**config.mk**
```make
export PLATFORM = sky130hd
export DESIGN_NAME = rgb_pwm_sequencer_flat
export DESIGN_NICKNAME = d
export VERILOG_FILES = /design/src/rtl/rgb_pwm_sequencer_if.sv /design/src/rtl/rgb_pwm_sequencer.sv /design/src/flat_wrapper.sv
export SDC_FILE = /design/constraint.sdc
export NUM_CORES = 1
export LEC_CHECK = 0
export CORE_MARGIN = 3
export CORE_UTILIZATION = 25
export CTS_CLUSTER_SIZE = 28
export DETAILED_ROUTE_END_ITERATION = 12
export PLACE_DENSITY_LB_ADDON = 0.25
export SYNTH_ARGS = -nofsm -noshare
export SYNTH_HDL_FRONTEND = slang
export SYNTH_SLANG_ARGS = --single-unit
```
**constraint.sdc**
```tcl
create_clock -name int_osc -period 17.7 [get_ports int_osc]
set_input_delay 3.54 -clock int_osc [delete_from_list [all_inputs] [get_ports int_osc]]
set_output_delay 3.54 -clock int_osc [all_outputs]
set_load 0.005 [all_outputs]
```
**src/rtl/rgb_pwm_sequencer_if.sv**
```systemverilog
// Control/status bundle between control logic (master) and rgb_pwm_sequencer (slave).
interface rgb_pwm_sequencer_if #(
  parameter int unsigned NUM_CH   = 3,
  parameter int unsigned PWM_BITS = 8
) ();

  localparam int unsigned STEP_W = $clog2(NUM_CH + 1);

  logic                         en;
  logic [1:0]                   mode;
  logic [NUM_CH*PWM_BITS-1:0]   duty_in;
  logic                         load;
  logic [NUM_CH-1:0]            pwm_out;
  logic [STEP_W-1:0]            step_idx;
  logic [PWM_BITS-1:0]          level;

  modport master (
    output en, mode, duty_in, load,
    input  pwm_out, step_idx, level
  );

  modport slave (
    input  en, mode, duty_in, load,
    output pwm_out, step_idx, level
  );

endinterface

```
**src/rtl/rgb_pwm_sequencer.sv**
```systemverilog
// Multi-channel LED PWM with STATIC / ROTATE / BREATHE modes and period-aligned duty update.
// Optional squaring brightness curve (one extra pipeline stage) when RGB_PWM_GAMMA_EN is defined.
module rgb_pwm_sequencer #(
  parameter int unsigned NUM_CH      = 3,
  parameter int unsigned PWM_BITS    = 8,
  parameter int unsigned STEP_CYCLES = 12000000
) (
  input  logic               int_osc,
  input  logic               rstn,
  rgb_pwm_sequencer_if.slave bus
);

  localparam int unsigned STEP_W = $clog2(NUM_CH + 1);
  localparam int unsigned PRE_W  = $clog2(STEP_CYCLES);
  localparam int unsigned PROD_W = 2 * PWM_BITS;

  localparam logic [1:0] MODE_STATIC  = 2'd0;
  localparam logic [1:0] MODE_ROTATE  = 2'd1;
  localparam logic [1:0] MODE_BREATHE = 2'd2;

  localparam logic [0:0] DIR_UP   = 1'b0;
  localparam logic [0:0] DIR_DOWN = 1'b1;

  localparam logic [PWM_BITS-1:0] CNT_MAX  = '1;
  localparam logic [PRE_W-1:0]    PRE_LAST = PRE_W'(STEP_CYCLES - 1);
  localparam logic [STEP_W-1:0]   SLOT_OFF = STEP_W'(NUM_CH);

  if (NUM_CH < 1 || NUM_CH > 8) begin : g_bad_num_ch
    $error("rgb_pwm_sequencer: NUM_CH must be in 1..8");
  end
  if (STEP_CYCLES < 2) begin : g_bad_step
    $error("rgb_pwm_sequencer: STEP_CYCLES must be >= 2");
  end

  logic [PWM_BITS-1:0] pwm_cnt;
  logic [PRE_W-1:0]    prescaler;
  logic [1:0]          mode_q;
  logic                mode_chg;
  logic                tick;
  logic                wrap;

  logic [PWM_BITS-1:0] shadow [NUM_CH];
  logic [PWM_BITS-1:0] active [NUM_CH];

  logic [STEP_W-1:0]   step_idx;
  logic [STEP_W-1:0]   step_idx_nxt;
  logic [PWM_BITS-1:0] level;
  logic [PWM_BITS-1:0] level_nxt;
  logic [0:0]          dir;
  logic [0:0]          dir_nxt;

  logic [PROD_W-1:0]   brt_prod [NUM_CH];
  logic [PWM_BITS-1:0] eff      [NUM_CH];
  logic [PWM_BITS-1:0] cmp_cnt;
  logic [PWM_BITS-1:0] cmp_eff  [NUM_CH];
  logic [NUM_CH-1:0]   pwm_q;

  assign wrap     = (pwm_cnt == CNT_MAX);
  assign mode_chg = (bus.mode != mode_q);
  // A mode change swallows a coincident tick.
  assign tick     = bus.en && (prescaler == PRE_LAST) && !mode_chg;

  // PWM counter, step prescaler and previous-mode register
  always_ff @(posedge int_osc or negedge rstn) begin
    if (!rstn) begin
      pwm_cnt   <= '0;
      prescaler <= '0;
      mode_q    <= MODE_STATIC;
    end else begin
      mode_q <= bus.mode;
      if (!bus.en) begin
        pwm_cnt   <= '0;
        prescaler <= '0;
      end else begin
        pwm_cnt <= pwm_cnt + PWM_BITS'(1);
        if (mode_chg || (prescaler == PRE_LAST)) begin
          prescaler <= '0;
        end else begin
          prescaler <= prescaler + PRE_W'(1);
        end
      end
    end
  end

  // Shadow captures on load; active only changes at the period wrap so no period mixes duties
  always_ff @(posedge int_osc or negedge rstn) begin
    if (!rstn) begin
      for (int i = 0; i < int'(NUM_CH); i++) begin
        shadow[i] <= '0;
        active[i] <= '0;
      end
    end else begin
      for (int i = 0; i < int'(NUM_CH); i++) begin
        if (bus.load) begin
          shadow[i] <= bus.duty_in[i*PWM_BITS +: PWM_BITS];
        end
        if (wrap) begin
          active[i] <= bus.load ? bus.duty_in[i*PWM_BITS +: PWM_BITS] : shadow[i];
        end
      end
    end
  end

  // Sequencer state register: rotate slot, breathe level and fade direction
  always_ff @(posedge int_osc or negedge rstn) begin
    if (!rstn) begin
      step_idx <= '0;
      level    <= '0;
      dir      <= DIR_UP;
    end else begin
      step_idx <= step_idx_nxt;
      level    <= level_nxt;
      dir      <= dir_nxt;
    end
  end

  // Sequencer next state; level saturates at both ends instead of wrapping
  always_comb begin
    step_idx_nxt = step_idx;
    level_nxt    = level;
    dir_nxt      = dir;
    if (mode_chg) begin
      step_idx_nxt = '0;
      level_nxt    = '0;
      dir_nxt      = DIR_UP;
    end else if (tick) begin
      case (bus.mode)
        MODE_ROTATE: begin
          step_idx_nxt = (step_idx == SLOT_OFF) ? '0 : step_idx + STEP_W'(1);
        end
        MODE_BREATHE: begin
          if (dir == DIR_UP) begin
            if (level != CNT_MAX) level_nxt = level + PWM_BITS'(1);
            if (level >= CNT_MAX - PWM_BITS'(1)) dir_nxt = DIR_DOWN;
          end else begin
            if (level != '0) level_nxt = level - PWM_BITS'(1);
            if (level <= PWM_BITS'(1)) dir_nxt = DIR_UP;
          end
        end
        default: begin
        end
      endcase
    end
  end

  // Effective per-channel duty for the current mode; reserved mode behaves as STATIC
  always_comb begin
    for (int i = 0; i < int'(NUM_CH); i++) begin
      brt_prod[i] = PROD_W'(active[i]) * PROD_W'(level);
      case (bus.mode)
        MODE_ROTATE:  eff[i] = (step_idx == STEP_W'(i)) ? active[i] : '0;
        MODE_BREATHE: eff[i] = PWM_BITS'(brt_prod[i] >> PWM_BITS);
        default:      eff[i] = active[i];
      endcase
    end
  end

`ifdef RGB_PWM_GAMMA_EN
  logic [PWM_BITS-1:0] cnt_d;
  logic [PWM_BITS-1:0] eff_g [NUM_CH];

  // Squaring curve stage; pwm_cnt is delayed alongside so the compare stays aligned
  always_ff @(posedge int_osc or negedge rstn) begin
    if (!rstn) begin
      cnt_d <= '0;
      for (int i = 0; i < int'(NUM_CH); i++) begin
        eff_g[i] <= '0;
      end
    end else begin
      cnt_d <= pwm_cnt;
      for (int i = 0; i < int'(NUM_CH); i++) begin
        eff_g[i] <= PWM_BITS'((PROD_W'(eff[i]) * PROD_W'(eff[i])) >> PWM_BITS);
      end
    end
  end

  always_comb begin
    cmp_cnt = cnt_d;
    for (int i = 0; i < int'(NUM_CH); i++) begin
      cmp_eff[i] = eff_g[i];
    end
  end
`else
  always_comb begin
    cmp_cnt = pwm_cnt;
    for (int i = 0; i < int'(NUM_CH); i++) begin
      cmp_eff[i] = eff[i];
    end
  end
`endif

  // Registered comparators; en low clears outputs on the next edge
  always_ff @(posedge int_osc or negedge rstn) begin
    if (!rstn) begin
      pwm_q <= '0;
    end else begin
      for (int i = 0; i < int'(NUM_CH); i++) begin
        pwm_q[i] <= bus.en && (cmp_cnt < cmp_eff[i]);
      end
    end
  end

  assign bus.pwm_out  = pwm_q;
  assign bus.step_idx = step_idx;
  assign bus.level    = level;

endmodule
```
**src/flat_wrapper.sv**
```systemverilog
// flat-port wrapper written by rule: the top's interface ports become plain ports
module rgb_pwm_sequencer_flat 
#(
  parameter int unsigned NUM_CH      = 3,
  parameter int unsigned PWM_BITS    = 8,
  parameter int unsigned STEP_CYCLES = 12000000
)
  (int_osc, rstn, bus_en, bus_mode, bus_duty_in, bus_load, bus_pwm_out, bus_step_idx, bus_level);
  rgb_pwm_sequencer_if #(.NUM_CH(NUM_CH), .PWM_BITS(PWM_BITS)) bus_i ();
  input  logic int_osc;
  input  logic rstn;
  input wire logic [$bits(bus_i.en)-1:0] bus_en;
  input wire logic [$bits(bus_i.mode)-1:0] bus_mode;
  input wire logic [$bits(bus_i.duty_in)-1:0] bus_duty_in;
  input wire logic [$bits(bus_i.load)-1:0] bus_load;
  output wire logic [$bits(bus_i.pwm_out)-1:0] bus_pwm_out;
  output wire logic [$bits(bus_i.step_idx)-1:0] bus_step_idx;
  output wire logic [$bits(bus_i.level)-1:0] bus_level;
  assign bus_i.en = bus_en;
  assign bus_i.mode = bus_mode;
  assign bus_i.duty_in = bus_duty_in;
  assign bus_i.load = bus_load;
  assign bus_pwm_out = bus_i.pwm_out;
  assign bus_step_idx = bus_i.step_idx;
  assign bus_level = bus_i.level;
  rgb_pwm_sequencer #(.NUM_CH(NUM_CH), .PWM_BITS(PWM_BITS), .STEP_CYCLES(STEP_CYCLES)) u_core (.int_osc(int_osc), .rstn(rstn), .bus(bus_i));
endmodule
```
# Word level (Yosys, flattened, before mapping)
# Cells that the tools add are included.
dict set report classes {
  add_sub_neg 5
  mul 3
  n_lt_le_gt_ge 5
  n_eq_ne 10
  mux 28
  reduce_logical 16
}
# operator n
set ops {}
lappend ops {{$mux W8} 13}
lappend ops {{$mul A8 B8 Y16} 3}
lappend ops {{$mux W24} 2}
lappend ops {{$pmux W8 S2} 3}
lappend ops {{$add A24 B1 Y24 const B} 1}
lappend ops {{$eq A24 B24 Y1 const B} 1}
lappend ops {{$lt A8 B8 Y1} 3}
lappend ops {{$add A8 B1 Y8 const B} 2}
lappend ops {{$eq A8 B8 Y1 const B} 1}
lappend ops {{$ge A8 B8 Y1 const B} 1}
lappend ops {{$le A8 B1 Y1 const B} 1}
lappend ops {{$mux W2} 4}
lappend ops {{$ne A8 B8 Y1 const B} 1}
lappend ops {{$reduce_bool A8 Y1} 1}
lappend ops {{$sub A8 B1 Y8 const B} 1}
lappend ops {{$eq A2 B2 Y1 const B} 3}
lappend ops {{$mux W1} 6}
lappend ops {{$reduce_bool A2 Y1} 3}
lappend ops {{$logic_and A1 B1 Y1} 5}
lappend ops {{$eq A2 B1 Y1 const B} 2}
lappend ops {{$reduce_and A2 Y1} 2}
lappend ops {{$reduce_and A4 Y1} 1}
lappend ops {{$ne A3 B2 Y1 const B} 1}
lappend ops {{$reduce_bool A3 Y1} 1}
lappend ops {{other kinds (5)} 5}
dict set report word_totals {
  reg_bits 96
  in_bits 30
  out_inout_bits 13
  word_cells 80
}

# Depth between registers and ports, before layout
dict set report depth {
  word_depth 6
  mapped_depth 25
  depth_no_buf 23
}

# Least setup slack after synthesis
# Ideal clock, no wire load.
dict set report synth_timing {
  path_type {input-to-reg}
  start {input bus_mode[0]}
  end {register u_core.pwm_q[1], in the netlist u_core.bus.pwm_out[1]}
  setup_ps 110
  arrival_ps 5918
  required_time_ps 17590
  path_slack_ps 11672
  stages 13
  path_buffers 3
  path_cell_list {inv_1 -> ha_1 -> clkbuf_1 -> nor2b_1 -> clkbuf_1 -> clkbuf_1 -> nand3b_1 -> a21oi_1 -> nor3_1 -> ha_1 -> a21o_1 -> a2111o_1 -> o41ai_1}
}
dict set report synth_between {
  elab_chain_len 4
}
# item line
set synth_rtl {}
lappend synth_rtl {{start: declaration} flat_wrapper.sv:13} ;# input wire logic [$bits(bus_i.mode)-1:0] bus_mode;
lappend synth_rtl {{$eq A2 B2 Y1 or $eq A2 B1 Y1 (tied branches)} rgb_pwm_sequencer.sv:150} ;# case (bus.mode)
lappend synth_rtl {{$pmux W8 S2 *} rgb_pwm_sequencer.sv:150}
lappend synth_rtl {{$lt A8 B8 Y1 *} rgb_pwm_sequencer.sv:198} ;# pwm_q[i] <= bus.en && (cmp_cnt < cmp_eff[i]);
lappend synth_rtl {{$logic_and A1 B1 Y1 *} rgb_pwm_sequencer.sv:198}
lappend synth_rtl {{end signal: indexed assignment} rgb_pwm_sequencer.sv:198}
lappend synth_rtl {{end: declaration} rgb_pwm_sequencer.sv:56} ;# logic [NUM_CH-1:0] pwm_q;
# Mark *: on every way between the ends. The rest lies on a longest branch, timed or not.
# A chain may end at the register's enable or synchronous reset.

# Worst setup path after layout
dict set report layout_timing {
  start {input bus_mode[1]}
  end {register u_core.pwm_q[1], in the netlist u_core.bus.pwm_out[1]}
}
# Same word-level chain as after synthesis.

==> impl_table.tex <==
\begin{tabular}{lr}
\hline
Metric & Value \\
\hline
\multicolumn{2}{l}{\textbf{Synth}} \\
Cell count after synthesis & $\sim$1100 \\
Count of cell types in the netlist & 67 \\
Average cell area after synthesis & 9.54 µm² \\
Cells taking the most area after synthesis & sky130\_fd\_sc\_hd\_\_dfrtp\_1, sky130\_fd\_sc\_hd\_\_fa\_1, sky130\_fd\_sc\_hd\_\_ha\_1, sky130\_fd\_sc\_hd\_\_and2\_1, sky130\_fd\_sc\_hd\_\_inv\_1 \\
Netlist area before placement & between 10000 and 15000 µm² \\
Net count after synthesis & around 1400 \\
Most used flip-flop cell after synthesis & sky130\_fd\_sc\_hd\_\_dfrtp\_1 \\
Number of synthesis warnings & 0 \\
Post-synth top area share & between 20\% and 30\% \\
Cell type contributing the most total cell area after synthesis & sky130\_fd\_sc\_hd\_\_dfrtp\_1 \\
Post-synth EDFFs & 0 \\
Seq cells post-synth & 96 \\
Part of the Yosys area used for sequential elements & between 20\% and 30\% \\
Fraction of registers with async set/reset & between 90\% and 100\% \\
\multicolumn{2}{l}{\textbf{Worst setup path}} \\
Category of the most critical setup path & in -> reg \\
Critical Path Source Type & input port \\
Worst Path Arrival & 7170 ps \\
CP Cell Sequence & clkdlybuf4s50\_1 > ha\_1 > nor2b\_2 > o211ai\_1 > a41o\_1 > a21o\_1 > ha\_1 > nand3\_1 > nor2\_1 > a2111o\_1 > o41ai\_1 \\
Critical Path Fanout Max & 25 \\
Crit path top cell by count & sky130\_fd\_sc\_hd\_\_ha\_1 \\
Endpoint class of the critical path & flip-flop \\
Library cell contributing the largest single delay on the critical path & sky130\_fd\_sc\_hd\_\_nor2b\_2 \\
Worst EP required & around 18000 ps \\
Critical Path Max Stage Delay & $\sim$950 ps \\
\multicolumn{2}{l}{\textbf{Finish}} \\
Fraction of final layout cells with drive strength greater than 1 & 7.36\% \\
Non-filler cells in the finished layout & 1754 \\
Number of nets in the layout & about 1400 \\
Relative area change from synthesis to final layout & 12.4\% \\
Number of inserted diodes & 0 \\
\multicolumn{2}{l}{\textbf{Hold path}} \\
Classification of the worst-slack hold path & reg -> reg \\
\multicolumn{2}{l}{\textbf{STA}} \\
Max transition margin & about 26\% \\
Fraction of the cycle the final worst path needs & 39.0\% \\
Endpoints failing setup & 0 \\
Final Slew Violations & 0 \\
Maximum clock frequency & $\sim$0.14 GHz \\
Worst slew pin tran & around 1100 ps \\
Final hold viol count & 0 \\
Sum of negative setup slack & 0 ps \\
Min Clock Period, post-route & a little under 7000 ps \\
Worst setup skew after layout & 16.0 ps \\
Setup repair after global routing missed its margin & no \\
\multicolumn{2}{l}{\textbf{Route}} \\
Number of nets with antenna violations after routing & 0 \\
Total number of vias & 7891 \\
First drt pass iteration count & 4 \\
Number of remaining DRC errors & 0 \\
Number of DRC markers in iteration 0 & between 300 and 400 \\
Total length of routed wires & 27000 µm \\
Per-cell routed wire length & 15.4 µm \\
Vias per cell & between 4 and 5 \\
\multicolumn{2}{l}{\textbf{Global route}} \\
Number of global-route vias before repair & between 8000 and 9000 \\
Global-route wire length before repair & about 46000 µm \\
Number of antenna violations at the first check in global routing & 0 \\
Final global-route overflow total & 0 \\
GRT Resource Usage Total & around an eighth \\
Pin count of the biggest net entering global routing & 52 \\
\multicolumn{2}{l}{\textbf{Power}} \\
Maximum vdd ir drop & roughly 0.000074 V \\
LEAKAGE & 6.01 nW \\
Power per Cell Area & between 30 and 40 nW/µm² \\
\multicolumn{2}{l}{\textbf{Clock network}} \\
Root buffer cell & sky130\_fd\_sc\_hd\_\_clkbuf\_16 \\
CTS clock-pin slew for the worst setup and hold paths & roughly 80 ps \\
Number of clock buffers inserted by TritonCTS & 9 \\
Hold buffers post-CTS & 0 \\
PostCTS Resize Cnt & 0 \\
TritonCTS clock tree & done \\
Clock latency at the later pin of the worst-skew pair & 390 ps \\
Number of buffers added for setup after CTS & 0 \\
Sink Count & 96 \\
CTS HTree Levels & 3 \\
Buffer levels on the longest clock path & 2 \\
\multicolumn{2}{l}{\textbf{Floorplanning}} \\
Area of the core & around 43000 µm² \\
Effective utilization at floorplan & 25.4\% \\
Total I/O pin count & 43 \\
Site Rows & 76 \\
Die Span Y & between 200 and 250 µm \\
Width of the die & 215 µm \\
Die area & approximately 46000 µm² \\
\multicolumn{2}{l}{\textbf{Placement}} \\
Cell total after placement & between 1500 and 2000 \\
Final weighted congestion in routability-driven placement & just under 0.8 \\
Count of buffers inserted at the top-level ports & between 40 and 50 \\
Detailed placement HPWL & around 20000 µm \\
\multicolumn{2}{l}{\textbf{Run}} \\
Max-cap violation count & 0 \\
\multicolumn{2}{l}{\textbf{Run status}} \\
Status & finished, final reports clean \\
\hline
\end{tabular}
[synthesized netlist by cell type, types with 2 or more instances]
cell type,n
sky130_fd_sc_hd__and2_1,157
sky130_fd_sc_hd__inv_1,156
sky130_fd_sc_hd__ha_1,133
sky130_fd_sc_hd__fa_1,105
sky130_fd_sc_hd__dfrtp_1,96
sky130_fd_sc_hd__nor2_1,62
sky130_fd_sc_hd__nand2_1,59
sky130_fd_sc_hd__mux2_2,48
sky130_fd_sc_hd__clkbuf_1,43
sky130_fd_sc_hd__a21oi_1,27
sky130_fd_sc_hd__xnor2_1,27
sky130_fd_sc_hd__nand3_1,23
sky130_fd_sc_hd__xor2_1,20
sky130_fd_sc_hd__a21o_1,18
sky130_fd_sc_hd__nor3_1,14
sky130_fd_sc_hd__nand4_1,13
sky130_fd_sc_hd__o21ai_0,13
sky130_fd_sc_hd__and3_1,11
sky130_fd_sc_hd__a22oi_1,10
sky130_fd_sc_hd__or3_1,8
sky130_fd_sc_hd__a211oi_1,7
sky130_fd_sc_hd__nand3b_1,6
sky130_fd_sc_hd__a211o_1,5
sky130_fd_sc_hd__nand2b_1,5
sky130_fd_sc_hd__o211ai_1,5
sky130_fd_sc_hd__a221oi_1,4
sky130_fd_sc_hd__a31oi_1,4
sky130_fd_sc_hd__and4_1,4
sky130_fd_sc_hd__nand4b_1,4
sky130_fd_sc_hd__nor4_1,4
sky130_fd_sc_hd__nor4b_1,4
sky130_fd_sc_hd__o21a_1,4
sky130_fd_sc_hd__and4b_1,3
sky130_fd_sc_hd__buf_1,3
sky130_fd_sc_hd__o2111a_1,3
sky130_fd_sc_hd__o21bai_1,3
sky130_fd_sc_hd__a31o_2,2
sky130_fd_sc_hd__buf_4,2
sky130_fd_sc_hd__nor2b_1,2
sky130_fd_sc_hd__o22ai_1,2
sky130_fd_sc_hd__o31a_1,2
sky130_fd_sc_hd__o31ai_1,2
sky130_fd_sc_hd__or2_2,2
[critical path: cells and delay by family]
kind | cells | cell delay (ps)
simple gates | 3 | 1120
fa+ha+maj | 2 | 650
buf+inv | 1 | 540
compound gates | 5 | 1310
[power breakdown]
group | switching [mW] | internal [mW] | total [mW] | leakage, nW
logic | 0.0212 | 0.0171 | 0.0383 | 4.58
registers | 0.00378 | 0.226 | 0.230 | 1.28
clock network | 0.104 | 0.114 | 0.218 | 0.155
[stage by stage]
stage                     hold slack [ps]  util, %  worst slack [ps]  total power [mW]  cell area [µm²]
final                                 469     28.6             10800             0.487            12300
after detailed placement              461     27.8             10390             0.274            12000
after CTS                             473     28.6             10820             0.499            12300
after global placement                455     27.8             10560             0.273            12000
after floorplan                       432        -             11670             0.252            11000
after global routing                  512     28.6             10460             0.512            12300
[registers in the layout, indices dropped and copies added, names as in the netlist]
| signal | cells |
|---|---|
| u_core.active | 24 |
| u_core.bus.level | 8 |
| u_core.bus.pwm_out | 3 |
| u_core.bus.step_idx | 2 |
| u_core.cmp_cnt | 8 |
| u_core.dir | 1 |
| u_core.mode_q | 2 |
| u_core.prescaler | 24 |
| u_core.shadow | 24 |
[worst paths after layout]
| check | cells past startpoint | slack (ps) | to | from |
|---|---|---|---|---|
| setup / recovery | 11 | 10800 | u_core.bus.pwm_out[1] | bus_mode[1] |
| hold / removal | 1 | 470 | u_core.prescaler[0] | u_core.prescaler[0] |
| setup reg to reg | 22 | 11270 | u_core.bus.pwm_out[0] | u_core.bus.level[4] |
| hold reg to reg | 1 | 470 | u_core.prescaler[0] | u_core.prescaler[0] |
| max in group asynchronous | 2 | 13390 | u_core.active[18] | rstn |
| min in group asynchronous | 1 | 3190 | u_core.prescaler[15] | rstn |
[area by class of cell]
cell class | count | area (µm²)
well taps | 585 | 732
multi-input cells | 848 | 7790
clock inverters | 7 | 96.3
fillers | 4624 | 30800
inverters | 156 | 586
clock buffers | 9 | 225
repair buffers | 53 | 500
flip-flops and latches | 96 | 2400
[routing by layer]
layer / part of all wire [%] / track usage [%] / vias to the layer above / wire (µm)
met2: 46 / 20.4 / 80 / 12400
met4: 1.2 / 2.53 / 0 / 318
met3: 3.2 / 2.41 / 15 / 852
li1: - / - / 3821 / -
met5: 0 / 0 / - / 0
met1: 50 / 17.0 / 3975 / 13400
[placed cells by master (no fill, tap or decap), types with 13 or more instances in the layout]
cell type                         netlist  routed
sky130_fd_sc_hd__clkdlybuf4s50_1        0      41
sky130_fd_sc_hd__nor3_1                14      14
sky130_fd_sc_hd__inv_1                156     156
sky130_fd_sc_hd__dfrtp_1               96      96
sky130_fd_sc_hd__fa_1                 105     105
sky130_fd_sc_hd__mux2_2                48      48
sky130_fd_sc_hd__xnor2_1               27      27
sky130_fd_sc_hd__o21ai_0               13      13
sky130_fd_sc_hd__xor2_1                20      20
sky130_fd_sc_hd__nand2_1               59      59
sky130_fd_sc_hd__a21oi_1               27      27
sky130_fd_sc_hd__a21o_1                18      18
sky130_fd_sc_hd__nand4_1               13      13
sky130_fd_sc_hd__and2_1               157     157
sky130_fd_sc_hd__nor2_1                62      62
sky130_fd_sc_hd__nand3_1               23      23
sky130_fd_sc_hd__ha_1                 133     133
[cell families after synthesis]
logic type / after synthesis / synth area share [%]
fa+ha+maj: 238 / 34.3
flops: 96 / 21.9
compound gates: 127 / 8.24
simple gates: 387 / 19.6
buf+inv: 205 / 7.10
xor+xnor: 47 / 3.75
mux: 49 / 5.02
Note: power is estimated with default switching activity, not from simulation.
